==> src/rtl/bcd_pkg.sv <==
// Shared types and constants for the digit-serial BCD adder/subtractor.
package bcd_pkg;

  typedef logic [3:0] bcd_digit_t;

  typedef enum logic [1:0] {
    IDLE = 2'd0,
    RUN  = 2'd1,
    DONE = 2'd2
  } bcd_state_t;

  localparam bcd_digit_t BCD_MAX = 4'd9;
  localparam bcd_digit_t BCD_ADJ = 4'd6;

endpackage

==> src/rtl/bcd_digit_add.sv <==
// Combinational single-digit BCD add with decimal correction and a flag
// for non-decimal operand digits.
module bcd_digit_add
  import bcd_pkg::*;
(
  input  bcd_digit_t a_d,
  input  bcd_digit_t b_d,
  input  logic       c,
  output bcd_digit_t digit,
  output logic       carry,
  output logic       bad
);

  logic [4:0] s;

  // Binary sum, then +6 correction whenever it leaves the decimal range
  always_comb begin
    s = {1'b0, a_d} + {1'b0, b_d} + {4'b0000, c};
    if (s > {1'b0, BCD_MAX}) begin
      digit = 4'(s + {1'b0, BCD_ADJ});
      carry = 1'b1;
    end else begin
      digit = s[3:0];
      carry = 1'b0;
    end
    bad = (a_d > BCD_MAX) || (b_d > BCD_MAX);
  end

endmodule

==> src/rtl/bcd_serial_adder.sv <==
// Digit-serial multi-digit BCD adder/subtractor, LSD first, one digit/clock.
// Optional subtract mode is built only when BCD_SUB_EN is defined; otherwise
// the sub port is ignored and cin always supplies the initial carry.
module bcd_serial_adder
  import bcd_pkg::*;
#(
  parameter int DIGITS = 4
) (
  input  logic                hz100,
  input  logic                reset,
  input  logic                start,
  input  logic                sub,
  input  logic                cin,
  input  logic [4*DIGITS-1:0] a,
  input  logic [4*DIGITS-1:0] b,
  output logic                busy,
  output logic                done,
  output logic [4*DIGITS-1:0] sum,
  output logic                cout,
  output logic                invalid
);

  localparam int W  = 4 * DIGITS;
  localparam int IW = (DIGITS > 1) ? $clog2(DIGITS) : 1;
  localparam logic [IW-1:0] LAST = IW'(DIGITS - 1);

  bcd_state_t    state, state_nxt;
  logic [W-1:0]  a_q, b_q, sum_q;
  logic [IW-1:0] idx;
  logic          carry_q;
  logic          bad_acc;
  logic          cout_q, inv_q;
  logic          init_carry;

  bcd_digit_t    a_d, b_d, b_eff, digit;
  logic          d_carry, d_bad;

  wire accept = (state == IDLE) && start;

  assign a_d = a_q[{idx, 2'b00} +: 4];
  assign b_d = b_q[{idx, 2'b00} +: 4];

`ifdef BCD_SUB_EN
  logic sub_q;

  // Nines-complement of B in subtract mode; an out-of-range B digit stays
  // out of range after complementing, so the bad flag still catches it.
  always_comb begin
    b_eff      = sub_q ? bcd_digit_t'(BCD_MAX - b_d) : b_d;
    init_carry = sub ? 1'b1 : cin;
  end

  // Mode latched with the operands
  always_ff @(posedge hz100 or negedge reset) begin
    if (!reset)      sub_q <= 1'b0;
    else if (accept) sub_q <= sub;
  end
`else
  logic unused_sub;
  assign unused_sub = sub;

  // Add-only build: B passes straight through
  always_comb begin
    b_eff      = b_d;
    init_carry = cin;
  end
`endif

  bcd_digit_add u_digit (
    .a_d   (a_d),
    .b_d   (b_eff),
    .c     (carry_q),
    .digit (digit),
    .carry (d_carry),
    .bad   (d_bad)
  );

  // State register
  always_ff @(posedge hz100 or negedge reset) begin
    if (!reset) state <= IDLE;
    else        state <= state_nxt;
  end

  // Next-state logic
  always_comb begin
    state_nxt = state;
    case (state)
      IDLE:    if (start) state_nxt = RUN;
      RUN:     if (idx == LAST) state_nxt = DONE;
      DONE:    state_nxt = IDLE;
      default: state_nxt = IDLE;
    endcase
  end

  // Status outputs decoded from state
  always_comb begin
    busy = (state == RUN);
    done = (state == DONE);
  end

  // Operand latch, digit index, carry chain and result registers
  always_ff @(posedge hz100 or negedge reset) begin
    if (!reset) begin
      a_q     <= '0;
      b_q     <= '0;
      sum_q   <= '0;
      idx     <= '0;
      carry_q <= 1'b0;
      bad_acc <= 1'b0;
      cout_q  <= 1'b0;
      inv_q   <= 1'b0;
    end else if (accept) begin
      a_q     <= a;
      b_q     <= b;
      idx     <= '0;
      carry_q <= init_carry;
      bad_acc <= 1'b0;
    end else if (state == RUN) begin
      sum_q[{idx, 2'b00} +: 4] <= digit;
      carry_q <= d_carry;
      bad_acc <= bad_acc | d_bad;
      if (idx == LAST) begin
        // Flags publish together on the edge that enters DONE
        idx    <= '0;
        cout_q <= d_carry;
        inv_q  <= bad_acc | d_bad;
      end else begin
        idx <= idx + 1'b1;
      end
    end
  end

  assign sum     = sum_q;
  assign cout    = cout_q;
  assign invalid = inv_q;

endmodule
==> config.mk <==
export PLATFORM = sky130hd
export DESIGN_NAME = bcd_serial_adder
export DESIGN_NICKNAME = d
export VERILOG_FILES = /design/src/rtl/bcd_pkg.sv /design/src/rtl/bcd_digit_add.sv /design/src/rtl/bcd_serial_adder.sv
export SDC_FILE = /design/constraint.sdc
export NUM_CORES = 1
export LEC_CHECK = 0
export ABC_AREA = 1
export BUFFER_PORTS_ARGS = -buffer_cell sky130_fd_sc_hd__buf_4
export CAP_MARGIN = 25
export CORE_MARGIN = 5
export CORE_UTILIZATION = 55
export DETAILED_ROUTE_END_ITERATION = 6
export PLACE_DENSITY = 0.87
export SLEW_MARGIN = 10
export SYNTH_ARGS = -nofsm -noshare
export SYNTH_HDL_FRONTEND = slang
export SYNTH_SLANG_ARGS = --single-unit
==> constraint.sdc <==
create_clock -name hz100 -period 6.8 [get_ports hz100]
set_clock_uncertainty 0.15 [all_clocks]
set_input_delay 1.36 -clock hz100 [delete_from_list [all_inputs] [get_ports hz100]]
set_output_delay 1.36 -clock hz100 [all_outputs]
set_load 0.1 [all_outputs]
==> results.toml <==
[final_layout]
final_nets = 459
diodes = 0
drive_above_1_share = 0.212
nFillCells = 448
area_growth_pct = 18.2
final-instance-count-excl-fill = 480
layout_common_cells = "154 x nand2_1, 57 x buf_4, 56 x dfrtp_1"
final_common_cell = "nand2_1"

[floorplanning]
core_um2 = 5110
start_util = 0.564
die_area_um2 = 6790
fp.dieH_um = 82.4
ios = 57
rows = 26
fp.dieW_um = 82.4

[logic_synthesis]
yosys.area.top_type = "dfrtp_1"
synth_nets = 408
avgSynthCellArea_um2 = 8.03
ys_seq_elements = 56
netlist_top_cells_area = "dfrtp_1 49%, nand2_1 20%, ha_1 4.3%"
ys_warn_count = 0
yosysUniqueCellTypes = 30
synthCells = 359
synth.top_cell.area_share = 0.486
ys_seq_area_frac = 0.486
syn-cell-area_um2 = 2880

[setup_path]
cp_slowest_cell = "dfrtp_1"
worstRegToRegCells = 16
worst_setup_path_start_kind = "register"
critical_path_required_ns = 6.91
worstPathArrival_ns = 3.63
cpLargestDelayFamily = "adder cells"
slowest_delay_ns = 0.72
end_kind = "register"
path_cells = "inv_1 > o21ai_0 > o22ai_1 > fa_1 > fa_1 > inv_1 > ha_1 > inv_1 > nor2_1 > a21oi_2 > nand2_2 > nand2_4 > nand2_2 > nand2_2 > nand4_1 > nand2_1"
path_max_fanout = 17
rr_endpoint = "sum[13]"
cp_num_buf_inv = 3
r2r-start = "idx[1]"
worst-r2r-setup-slack_ns = 3.28
critPathKind = "reg -> reg"

[clock_network]
ctsResizeCount = 0
clock_path_buffers = 2
clk_latency_ns = 0.31
cts_setup_buffers = 0
cts_root_buf = "clkbuf_8"
cts.sink_count = 56
cts_tree = "yes"
holdBufCountCts = 0
clkTransAtPathRegs_ns = 0.10
htreeDepth = 2
cts_buffers = 5

[worst_hold_path]
min_path_type = "reg -> reg"
holdPathEnd = "a_q[11]"
hold_depth = 2
hp-start = "a_q[11]"

[place]
place_congestion = 0.827
portBuffers = 55
placed_cells = 473
dp.final_hpwl_um = 4410
dpl_worst_slack_ns = 3.29

[timing]
rsz0062_at_grt = "false"
report.final.hold_viol_count = 0
fin_ws_ns = 3.28
fin_crit_sh = 0.518
holdWs_ns = 0.328
fmax_mhz = 284
setup_violations = 0
report.final.slew_viol_count = 0
min_period_ns = 3.52
slew-limit-headroom = 0.475
tightest_slew_ns = 0.786
tns_ns = 0

[global_routing]
grt.total_usage = 0.195
grt_pass1_vias = 2410
grt_start_max_net_pins = 57
antenna_found_initial = 0
grt-ovfl-total = 0
grt_pass1_wl_um = 10200

[flow_run]
max_cap_violations = 0

[drt]
wl_per_cell_um = 12.5
first_pass_iters = 5
viasPerCell = 5.13
final_antenna_net_count = 0
routed_wl_um = 5980
drc = 0
vias = 2461
drt_iter0_drc = 127

[status]
outcome = "finished, final reports clean"
[cell families (layout without fill, tap and decap cells)]
kind of cell	count (synthesis)	in the layout	share of synthesized area
adders and majority gates	12	12	0.0573
AOI/OAI and AO/OA	39	39	0.0812
DFF	56	56	0.486
buffers and inverters	44	95	0.0664
and+or+nand+nor	208	208	0.309
[synth_stat cells]
| library cell | count |
|---|---|
| o21ai_1 | 11 |
| nand2_2 | 8 |
| a22o_1 | 1 |
| nand4_2 | 1 |
| buf_6 | 1 |
| buf_4 | 3 |
| o21ai_0 | 11 |
| buf_2 | 6 |
| inv_1 | 27 |
| nor3_1 | 1 |
| a32o_1 | 1 |
| dfrtp_1 | 56 |
| nand3b_1 | 1 |
| ha_1 | 10 |
| nand3_1 | 15 |
| nor3_2 | 1 |
| o22ai_2 | 2 |
| nand4_1 | 5 |
| nand3_2 | 2 |
| inv_2 | 4 |
| nand2_1 | 154 |
| nor2_1 | 18 |
| a21oi_2 | 2 |
| a21oi_1 | 7 |
| o21bai_1 | 2 |
| fa_1 | 2 |
| o22ai_1 | 2 |
| clkbuf_1 | 3 |
| nor4_4 | 1 |
| nand2_4 | 1 |
[metal layers]
metal  track usage  vias up  wire (um)
met5             0        -          0
met4        0.0797        0         98
met3        0.0423        8        375
met2         0.350       74       3020
met1         0.224     1146       2480
li1              -     1233          -
[metrics by stage]
stage / util / instance area, um^2
2_1_floorplan: - / 2880
3_3_place_gp: 0.651 / 3320
3_5_place_dp: 0.651 / 3320
4_1_cts: 0.667 / 3410
5_1_grt: 0.667 / 3410
6_report: 0.667 / 3410
[worst reg2reg max path, stage by stage, from the launching register on]
cell,delay [ns]
dfrtp_1,0.72
inv_1,0.29
o21ai_0,0.14
o22ai_1,0.12
fa_1,0.47
fa_1,0.56
inv_1,0.08
ha_1,0.20
inv_1,0.08
nor2_1,0.05
a21oi_2,0.12
nand2_2,0.09
nand2_4,0.10
nand2_2,0.06
nand2_2,0.09
nand4_1,0.09
nand2_1,0.08
[cell type report]
| type | instances | area, um^2 | share of cell area |
|---|---|---|---|
| clock inverter | 2 | 12.5 | 0.00367 |
| tap | 70 | 87.6 | 0.0257 |
| multi-input combinational | 259 | 1290 | 0.379 |
| sequential | 56 | 1400 | 0.411 |
| inverter | 31 | 116 | 0.0342 |
| clock buffer | 5 | 68.8 | 0.0202 |
| timing repair buffer | 57 | 428 | 0.126 |
[how the worst max path moves through the flow]
stage	startpoint	slack, ns	endpoint	depth (start not counted)
global placement	idx[1]	3.36	sum[6]	16
floorplan	state[0]	3.63	done	1
finish	idx[1]	3.28	sum[13]	16
global route	idx[1]	3.02	sum[6]	16
CTS	idx[1]	3.27	sum[6]	16
detailed placement	idx[1]	3.29	sum[6]	16
[flip-flops by register name, summed over array words and instances, names as in the netlist]
name,count
a_q,16
cout,1
invalid,1
state,2
sum,16
bad_acc,1
carry_q,1
idx,2
b_q,16
Power is not shown: default switching activity piles up to over one toggle a cycle in this logic, so the estimate is an artifact.
